**src/rtl/sat_counter.sv**
```systemverilog
// Event counter that either saturates at all-ones or wraps, chosen by sat_mode.
module sat_counter #(
  parameter int WIDTH = 8
) (
  input  logic             clk,
  input  logic             rst,
  input  logic             clr,
  input  logic             inc,
  input  logic             sat_mode,
  output logic [WIDTH-1:0] cnt
);
  logic [WIDTH-1:0] cnt_q, cnt_d;

  always_comb begin
    cnt_d = cnt_q;
    if (clr)
      cnt_d = '0;
    else if (inc && !(sat_mode && (cnt_q == '1)))
      cnt_d = cnt_q + 1'b1;
  end

  always_ff @(posedge clk) begin
    if (rst) cnt_q <= '0;
    else     cnt_q <= cnt_d;
  end

  assign cnt = cnt_q;
endmodule

```
**config.mk**
```make
export PLATFORM = sky130hd
export DESIGN_NAME = sat_counter
export DESIGN_NICKNAME = d
export VERILOG_FILES = /design/src/rtl/sat_counter.sv
export SDC_FILE = /design/constraint.sdc
export NUM_CORES = 1
export LEC_CHECK = 0
export CAP_MARGIN = 10
export CORE_AREA = 2 2 39 41
export DETAILED_ROUTE_END_ITERATION = 7
export DIE_AREA = 0 0 41 43
export PLACE_DENSITY_LB_ADDON = 0.3
export SLEW_MARGIN = 20
export SYNTH_ARGS = -nofsm -noshare
export SYNTH_HDL_FRONTEND = slang
export SYNTH_SLANG_ARGS = --single-unit
export TNS_END_PERCENT = 30
```
**constraint.sdc**
```tcl
create_clock -name clk -period 1.7 [get_ports clk]
set_input_delay 0.255 -clock clk [delete_from_list [all_inputs] [get_ports clk]]
set_output_delay 0.255 -clock clk [all_outputs]
set_load 0.01 [all_outputs]
```
# == Yosys cells after proc, flatten, opt, wreduce, memory -nomap -nowiden ==
# Index checks and enable logic that the tools add are counted.
# word_totals
register_bits,8
output_inout_bits,8
mem_bits_ro,0
inputBits,5
mem_count,0
wordCells,7
latch_bits,0
mem_bits_rw,0
# op_classes
mul,0
shifts,0
div,0
reduce_logical,4
mux,0
bitwise_logic,0
n_eq_ne,1
n_addsub,1
n_lt_le_gt_ge,0
# op_table
cell,count
$add A8 B1 Y8 const B,1
$eq A8 B8 Y1 const B,1
$logic_and A1 B1 Y1,2
$reduce_or A2 Y1,1
$logic_not A1 Y1,1

# == Longest topological paths before layout ==
# Gate-level depths: netlist of the first run.
# depth
ltp_word,4
ltp_mapped,4
ltp_nobuf,4

# == Worst setup path before layout of the first run ==
# OpenSTA, ideal clock, no wires.
# synth_timing
kind,reg-to-reg
startpoint,reg cnt_q[0] (netlist: cnt[0])
endpoint,reg cnt_q[5] (netlist: cnt[5])
stages_incl_launch_ff,5
path_buffers,0
path_slack_ns,0.426
setup_ns,0.124
t_arrival_ns,1.150
path_cell_list,dfxtp_1 -> ha_1 -> and4_1 -> nor4bb_1 -> nor3_1
# synth_via
elab_chain_len,4
# synth_rtl
element,line_no,text
from (decl),12,"logic [WIDTH-1:0] cnt_q, cnt_d;"
from (signal assigned),24,else cnt_q <= cnt_d;
branches (longest 4 deep; another with $add A8 B1 Y8),n/a,
# Several ways; the timed one is not identified.
# A chain may end at the register's enable or synchronous reset.

# == Worst setup path after layout of the first run ==
# layout_timing
startpoint,reg cnt_q[2] (netlist: cnt[2])
endpoint,out cnt[2]
# layout_rtl
element,line_no,text
to (decl),10,output logic [WIDTH-1:0] cnt
# No word-level cell between the ends.

==> results list, run 1 <==
- The number of hold buffers added after CTS was 0.
- Setup violations remaining at the end of the flow were counted as 0.
- After clock tree synthesis, the clock-pin slew on the worst setup and hold paths is ~50 ps.
- Final HPWL from detailed placement: approximately 700 um
* Num rows: 14
* Remaining antenna violation count after routing: 0
- Critical path's largest stage delay: between 500 and 600 ps
- Proportion of register bits with asynchronous set or reset after synthesis: 0
- Area of the placeable core: ~0.0014 mm^2
- Placer's final routability congestion estimate: slightly above 0.7
- The first TritonRoute pass finished after 4 iterations.
* DP Cell Count: 73
* Total CTS buffers: 3
* Net Count, Synth: between 50 and 60
- Average wire per cell in the routed design: ~12 um
* Largest net degree at the start of global routing: 10
- The count of final hold-check violations came to 0.
* Share of layout cells above drive strength 1: 0.133
- Cell at the root of the clock tree: sky130_fd_sc_hd__clkbuf_4
* Total buffers and inverters traversed by the critical path: 1
* Minimum clock period: between 1500 and 2000 ps
* Post CTS Setup Buffer Count: 0
* Total standard cell area after synthesis: approximately 430 um^2
- CP Data Required Time: approximately 1400 ps
- For this design, the sink count on the clock tree is 8.
* Endpoint kind of the worst setup timing path: output port
- Headroom to the max-slew limit came out at 0.764.
- Hold slack: around 510 ps
- After detailed routing, the number of remaining DRC violations is 0.
* Crit path kind: reg2out
* Max FO, Critical Path: 9
- Number of top-level pins: 13
* CTS tree: yes
* Layout-stage area growth over the synthesis result: 35.4%
- Power per Cell Area: around 630 mW/mm^2
* Residual overflow from global routing: 0
* Initial antenna violation count: 0
- Maximum level of the CTS H-tree: 1
- Tightest Hold Check Type: reg2reg
- In the post-synthesis netlist, the cell with the most instances is sky130_fd_sc_hd__dfxtp_1.
* Clock latency of the later-clocked register in the worst-skew pair: roughly 250 ps
- Number of max-cap violations: 0
- Quantity of gates resized following cts: 0
* Die boundary width: just over 40 um
* Number of nets in the final layout: slightly below 70
- Yosys printed 0 warnings.
- Status: finished, final reports clean
- Static timing analysis puts the maximum clock frequency at ~640 MHz.
- Total length of routed wires: roughly 940 um
- The detailed router finished its first iteration with 14 violations.
- In the finished design, the share of the clock period the worst path needs comes to 0.914.
- After synthesis the netlist holds a flip-flop and latch count of 8.
- Slew of the pin with the lowest slew margin: ~350 ps
- In the synthesized netlist, the number of instances is between 40 and 50.
* Critical Path, Cell by Cell: clkdlybuf4s50_1
- For this run, the total global-route usage over all layers was measured as 0.143.
- Summing over every cut layer, the via total after detailed routing is about 410.
* Most instantiated cells after synthesis: sky130_fd_sc_hd__dfxtp_1 (8), sky130_fd_sc_hd__nand2_1 (5), sky130_fd_sc_hd__a21oi_1 (4)
- Post-route clock skew: ~1.5 ps
* Count of unique library cells instantiated by Yosys: 26
- After filler insertion, the fill cell instance count of the layout stands at 151.
* Count of buffers inserted at the top-level ports: 12
- Initial core utilization: 0.309
- The repair_antennas step left the layout with diodes totalling 0.
- The floorplan step set the die height to around 43 um.
- Sorting the synthesized cells by area gives the leading types as sky130_fd_sc_hd__dfxtp_1 (37%), sky130_fd_sc_hd__a21oi_1 (4.7%), sky130_fd_sc_hd__mux2i_1 (4.7%), sky130_fd_sc_hd__nand2_1 (4.4%), sky130_fd_sc_hd__and4_1 (4.1%).
* Top cell type's share of synthesized area: 0.374
* Number of flops mapped to enable cells by yosys: 0
* Number of max-slew violations in the final report: 0
* Leak Pwr: around 0.2 nW
* Setup repair after global routing missed its margin: no
- Non-Filler Instances: 76
* Total Negative Setup Slacks: 0 ps
- Data arrives at the worst endpoint at between 1000 and 1500 ps.
* Number of buffers between clock root and the deepest sink: 2
* Startpoint Class: flip-flop
- Among cell families on the critical path, the largest total delay comes from buffers and inverters.
- Post-layout total power: ~0.00036 W
* Maximum vdd ir drop: around 260 uV
- Area leader, netlist: sky130_fd_sc_hd__dfxtp_1
- Avg Vias per Cell: between 5 and 6
- Vias in the first global route: roughly 380
* Global-route wire length before repair: 1.65 mm
- Averaged over all synthesized cells, the footprint is 9.30 um^2.
- Largest register FFs: 8
- The largest individual stage delay along the critical path comes from the cell sky130_fd_sc_hd__clkdlybuf4s50_1.
* Die footprint: between 0.0015 and 0.002 mm^2
- Of the synthesized area, sequential elements account for 0.374.
- Commonest register cell after synthesis: sky130_fd_sc_hd__dfxtp_1
- Once layout is complete, the utilization of the core stands at 0.419.
cell type report:
| type | instances | area [um^2] | share of cell area |
|---|---|---|---|
| well taps | 16 | 20.0 | 0.0346 |
| repair buffers | 12 | 120 | 0.207 |
| clock buffers | 3 | 22.5 | 0.0389 |
| flip-flops and latches | 8 | 160 | 0.276 |
| multi-input cells | 37 | 256 | 0.443 |
cells by family after synthesis:
logic type | count (synthesis) | synth area share
AO/OA/AOI/OAI | 14 | 0.249
adder cells (fa/ha/maj) | 1 | 0.0292
buffers and inverters | 1 | 0.0263
flip-flops | 8 | 0.374
multiplexers | 2 | 0.0468
AND/OR/NAND/NOR | 20 | 0.275
path summary, 6_finish.rpt:
path / start / to / slack [ps] / cells after the start
setup / recovery: cnt[2] / cnt[2] / 150 / 1
hold / removal: cnt[1] / cnt[1] / 510 / 2
setup reg to reg: cnt[0] / cnt[5] / 350 / 4
hold reg to reg: cnt[1] / cnt[1] / 510 / 2
where the power goes:
part	switching (W)	internal [W]	leakage, nW
Sequential	0.00000227	0.000189	0.0646
Clock	0.0000634	0.0000807	0.0138
Combinational	0.0000109	0.0000158	0.124
Total	0.0000766	0.000286	0.202
layer usage:
metal	wire length, um	part of all wire	GRT usage
met3	56	0.060	0.0419
met4	10	0.011	0.120
met5	0	0	0
met2	447	0.48	0.188
met1	421	0.45	0.181
metrics by stage:
stage          setup slack (ps)  instance area [um^2]
2_1_floorplan               426                   428
3_3_place_gp                211                   557
3_5_place_dp                184                   557
4_1_cts                     138                   579
5_1_grt                    75.3                   579
6_report                    146                   579
placed cells by master (no fill, tap or decap):
master,instances
sky130_fd_sc_hd__nor2b_1,1
sky130_fd_sc_hd__a21oi_1,4
sky130_fd_sc_hd__and4_1,2
sky130_fd_sc_hd__a211oi_1,1
sky130_fd_sc_hd__nor3_1,2
sky130_fd_sc_hd__nand4_1,1
sky130_fd_sc_hd__a21boi_2,1
sky130_fd_sc_hd__dfxtp_1,8
sky130_fd_sc_hd__mux2i_1,2
sky130_fd_sc_hd__nand2_1,5
sky130_fd_sc_hd__and2_1,1
sky130_fd_sc_hd__or3_1,1
sky130_fd_sc_hd__nor2_1,1
sky130_fd_sc_hd__ha_1,1
sky130_fd_sc_hd__o21ai_0,2
sky130_fd_sc_hd__and3_1,2
sky130_fd_sc_hd__a211oi_2,1
sky130_fd_sc_hd__nand3_1,1
sky130_fd_sc_hd__nand4b_1,1
sky130_fd_sc_hd__a311oi_2,1
sky130_fd_sc_hd__a31oi_1,2
sky130_fd_sc_hd__clkbuf_4,3
sky130_fd_sc_hd__clkdlybuf4s50_1,12
sky130_fd_sc_hd__a41oi_1,1
sky130_fd_sc_hd__a21oi_2,1
sky130_fd_sc_hd__nor4bb_1,1
sky130_fd_sc_hd__or2_2,1
Note: power is estimated with default switching activity, not from simulation.
==> inputs of run 2 (changes only) <==
- CTS_CLUSTER_SIZE: not set -> 10
- PLACE_DENSITY: not set -> 0.65
- PLACE_DENSITY_LB_ADDON: 0.3 -> not set
==> results list, run 2 (synthesis results as in run 1) <==
* Quantity of gates resized following cts: 0
- Num rows: 14
- Wl on met1: 468 um
- Initial antenna violation count: 0
* Area of the placeable core: roughly 0.0014 mm^2
- The register with the most flip-flops in the layout has 8 of them.
- For this run, the total global-route usage over all layers was measured as 0.132.
- Power share of the clock group: 0.401
- Compared with the post-synthesis result, the final layout area differs by 37.1%.
- The count of buffers added on input and output ports is 12.
- Across all register-to-register paths, the minimum setup slack is about 350 ps.
- The floorplan step defined a die boundary enclosing 0.00176 mm^2.
- The number of antenna diodes in the final layout is 0.
* Max FO, Critical Path: 6
- CP Data Required Time: 1440 ps
* Maximum level of the CTS H-tree: 1
- 13 I/O pins were placed.
- Max Clock Freq: approximately 660 MHz
- Final HPWL from detailed placement: 723 um
- Max stage delay cell, worst path: sky130_fd_sc_hd__clkdlybuf4s50_1
* Status: finished, final reports clean
- The die is a little over 40 um wide.
* Average wire per cell in the routed design: between 10 and 15 um
- Setup violations remaining at the end of the flow were counted as 0.
- Crit path kind: reg2out
- Startpoint Class: flip-flop
- TritonCTS created 3 clock buffers.
* Power per Cell Area: roughly 620 mW/mm^2
- CTS saw 8 sinks.
- Setup repair after global routing left no endpoint under its margin.
- Clock latency on the worst-skew pair, taken at its later pin, is between 200 and 300 ps.
- Most common cell after layout, fill and taps aside: sky130_fd_sc_hd__clkdlybuf4s50_1
- Data on the critical path arrives at its endpoint at about 1300 ps.
- Of the total power, the share spent switching nets is 0.215.
- Tcrit/Tclk final: 0.894
* Post CTS Setup Buffer Count: 0
- Number of buffers between clock root and the deepest sink: 2
- The count of final hold-check violations was 0.
- Total buffers and inverters traversed by the critical path: 1
* Worst max-slew margin expressed relative to the limit: 0.753
* Top routing layer used: met4
* Critical Path, Cell by Cell: clkdlybuf4s50_1
* Number of design rule violations left after detail routing: 0
* Clock slew at the register clock pins of the worst setup and hold paths: roughly 60 ps
- At the end of the flow, the number of nets in the layout was slightly below 70.
* Avg Vias per Cell: between 5 and 6
- Maximum vdd ir drop: 282 uV
- At the placement stage, the worst setup path has a slack of between 150 and 200 ps.
- Total net switching power: around 0.00008 W
- After detailed placement, the total cell area comes to between 500 and 600 um^2.
* Number of design-rule violations left by the first detailed-router iteration: 13
* Critical path's largest stage delay: a little under 600 ps
- Vias in the first global route: between 300 and 400
- Share of layout cells above drive strength 1: 0.148
* Floorplan die height: between 40 and 50 um
- Minimum clock period: approximately 1500 ps
* Total iterations of the first detailed-routing run: 3
* Vias after detailed routing: between 400 and 500
- Across the run, the number of max-cap violations was 0.
* Total length of routed wires: roughly 960 um
- The final-report max-slew violation count was 0.
- The top cell types in the final layout, fill and taps aside, are sky130_fd_sc_hd__clkdlybuf4s50_1 (12), sky130_fd_sc_hd__dfxtp_1 (8), sky130_fd_sc_hd__nand2_1 (5), sky130_fd_sc_hd__a21oi_1 (4), sky130_fd_sc_hd__clkbuf_4 (3).
- Met3 routed WL: between 30 and 40 um
- In this run the remaining antenna-violating nets after routing total 0.
- Non-Filler Instances: just under 80
* Cell internal power dissipation: roughly 0.00029 W
* Seq pwr share: 0.526
* Endpoint kind of the worst setup timing path: output port
* Routed length on met2: 435 um
- Number of buffers inserted by hold repair at cts: 0
* Residual overflow from global routing: 0
- Routability-driven placement finished with a final weighted congestion of 0.736.
- Cell at the root of the clock tree: sky130_fd_sc_hd__clkbuf_4
- Counting tap cells, the placed design contains a total of 74 instances.
- Share of power burned in combinational logic: 0.073
* Largest net degree at the start of global routing: 8
- With fillers left out, the area of the finished cells amounts to 587 um^2.
- Grouping stages by cell kind, the critical path spends the most delay in buffers and inverters.
- Leak Pwr: about 0.21 nW
- Slew of the pin with the lowest slew margin: between 300 and 400 ps
* Minimum setup slack in the final design: roughly 180 ps
- Post-route clock skew: ~3.1 ps
- In this run the worst hold path is classified as reg2reg.
- Initial core utilization: 0.309
- Global-route wire length before repair: ~1.6 mm
- Adding up every negative setup slack in the final design gives 0 ps.
* CTS tree: yes
[run 2: changes by cell type in the layout (fill, tap and decap cells not counted)]
cell                    before  now
sky130_fd_sc_hd__buf_4       0    1
[run 2: path summary, 6_finish.rpt]
path,cells past startpoint,end,from
worst min register to register,2,cnt[1],cnt[1]
worst max register to register,4,cnt[5],cnt[0]
worst min-delay path,2,cnt[1],cnt[1]
worst max-delay path,1,cnt[6],cnt[6]
[run 2: area by class of cell]
| cell class | count | area, um^2 |
|---|---|---|
| Clock buffer | 3 | 22.5 |
| Fill cell | 144 | 797 |
| Multi-Input combinational cell | 37 | 256 |
| Sequential cell | 8 | 160 |
| Tap cell | 16 | 20.0 |
| Timing Repair Buffer | 13 | 128 |
[run 2: worst register-to-register path, cell delays in order (launching register included)]
cell and delay (ps):
sky130_fd_sc_hd__dfxtp_1 350, sky130_fd_sc_hd__ha_1 240, sky130_fd_sc_hd__and4_1 280, sky130_fd_sc_hd__nor4bb_1 290
sky130_fd_sc_hd__nor3_1 80
[run 2: layer usage]
metal / up-vias / GRT usage
li1: 209 / -
met1: 192 / 0.172
met2: 9 / 0.178
met3: 2 / 0.0314
met4: 0 / 0.100
met5: - / 0
[run 2: metrics by stage]
step | util | hold slack, ps | total power, W
after floorplan | - | 434 | 0.000206
after global placement | 0.408 | 497 | 0.000222
after detailed placement | 0.408 | 505 | 0.000222
after CTS | 0.424 | 512 | 0.000375
after global routing | 0.424 | 537 | 0.000383
final | 0.424 | 506 | 0.000364
[run 2: power groups by stage]
stage | registers [W] | logic [W] | clock network (W)
detailed placement | 0.000195 | 0.0000267 | 0
global route | 0.000191 | 0.0000295 | 0.000163
finish | 0.000191 | 0.0000266 | 0.000146
CTS | 0.000191 | 0.0000269 | 0.000157
global placement | 0.000195 | 0.0000266 | 0
floorplan | 0.000196 | 0.00000982 | 0
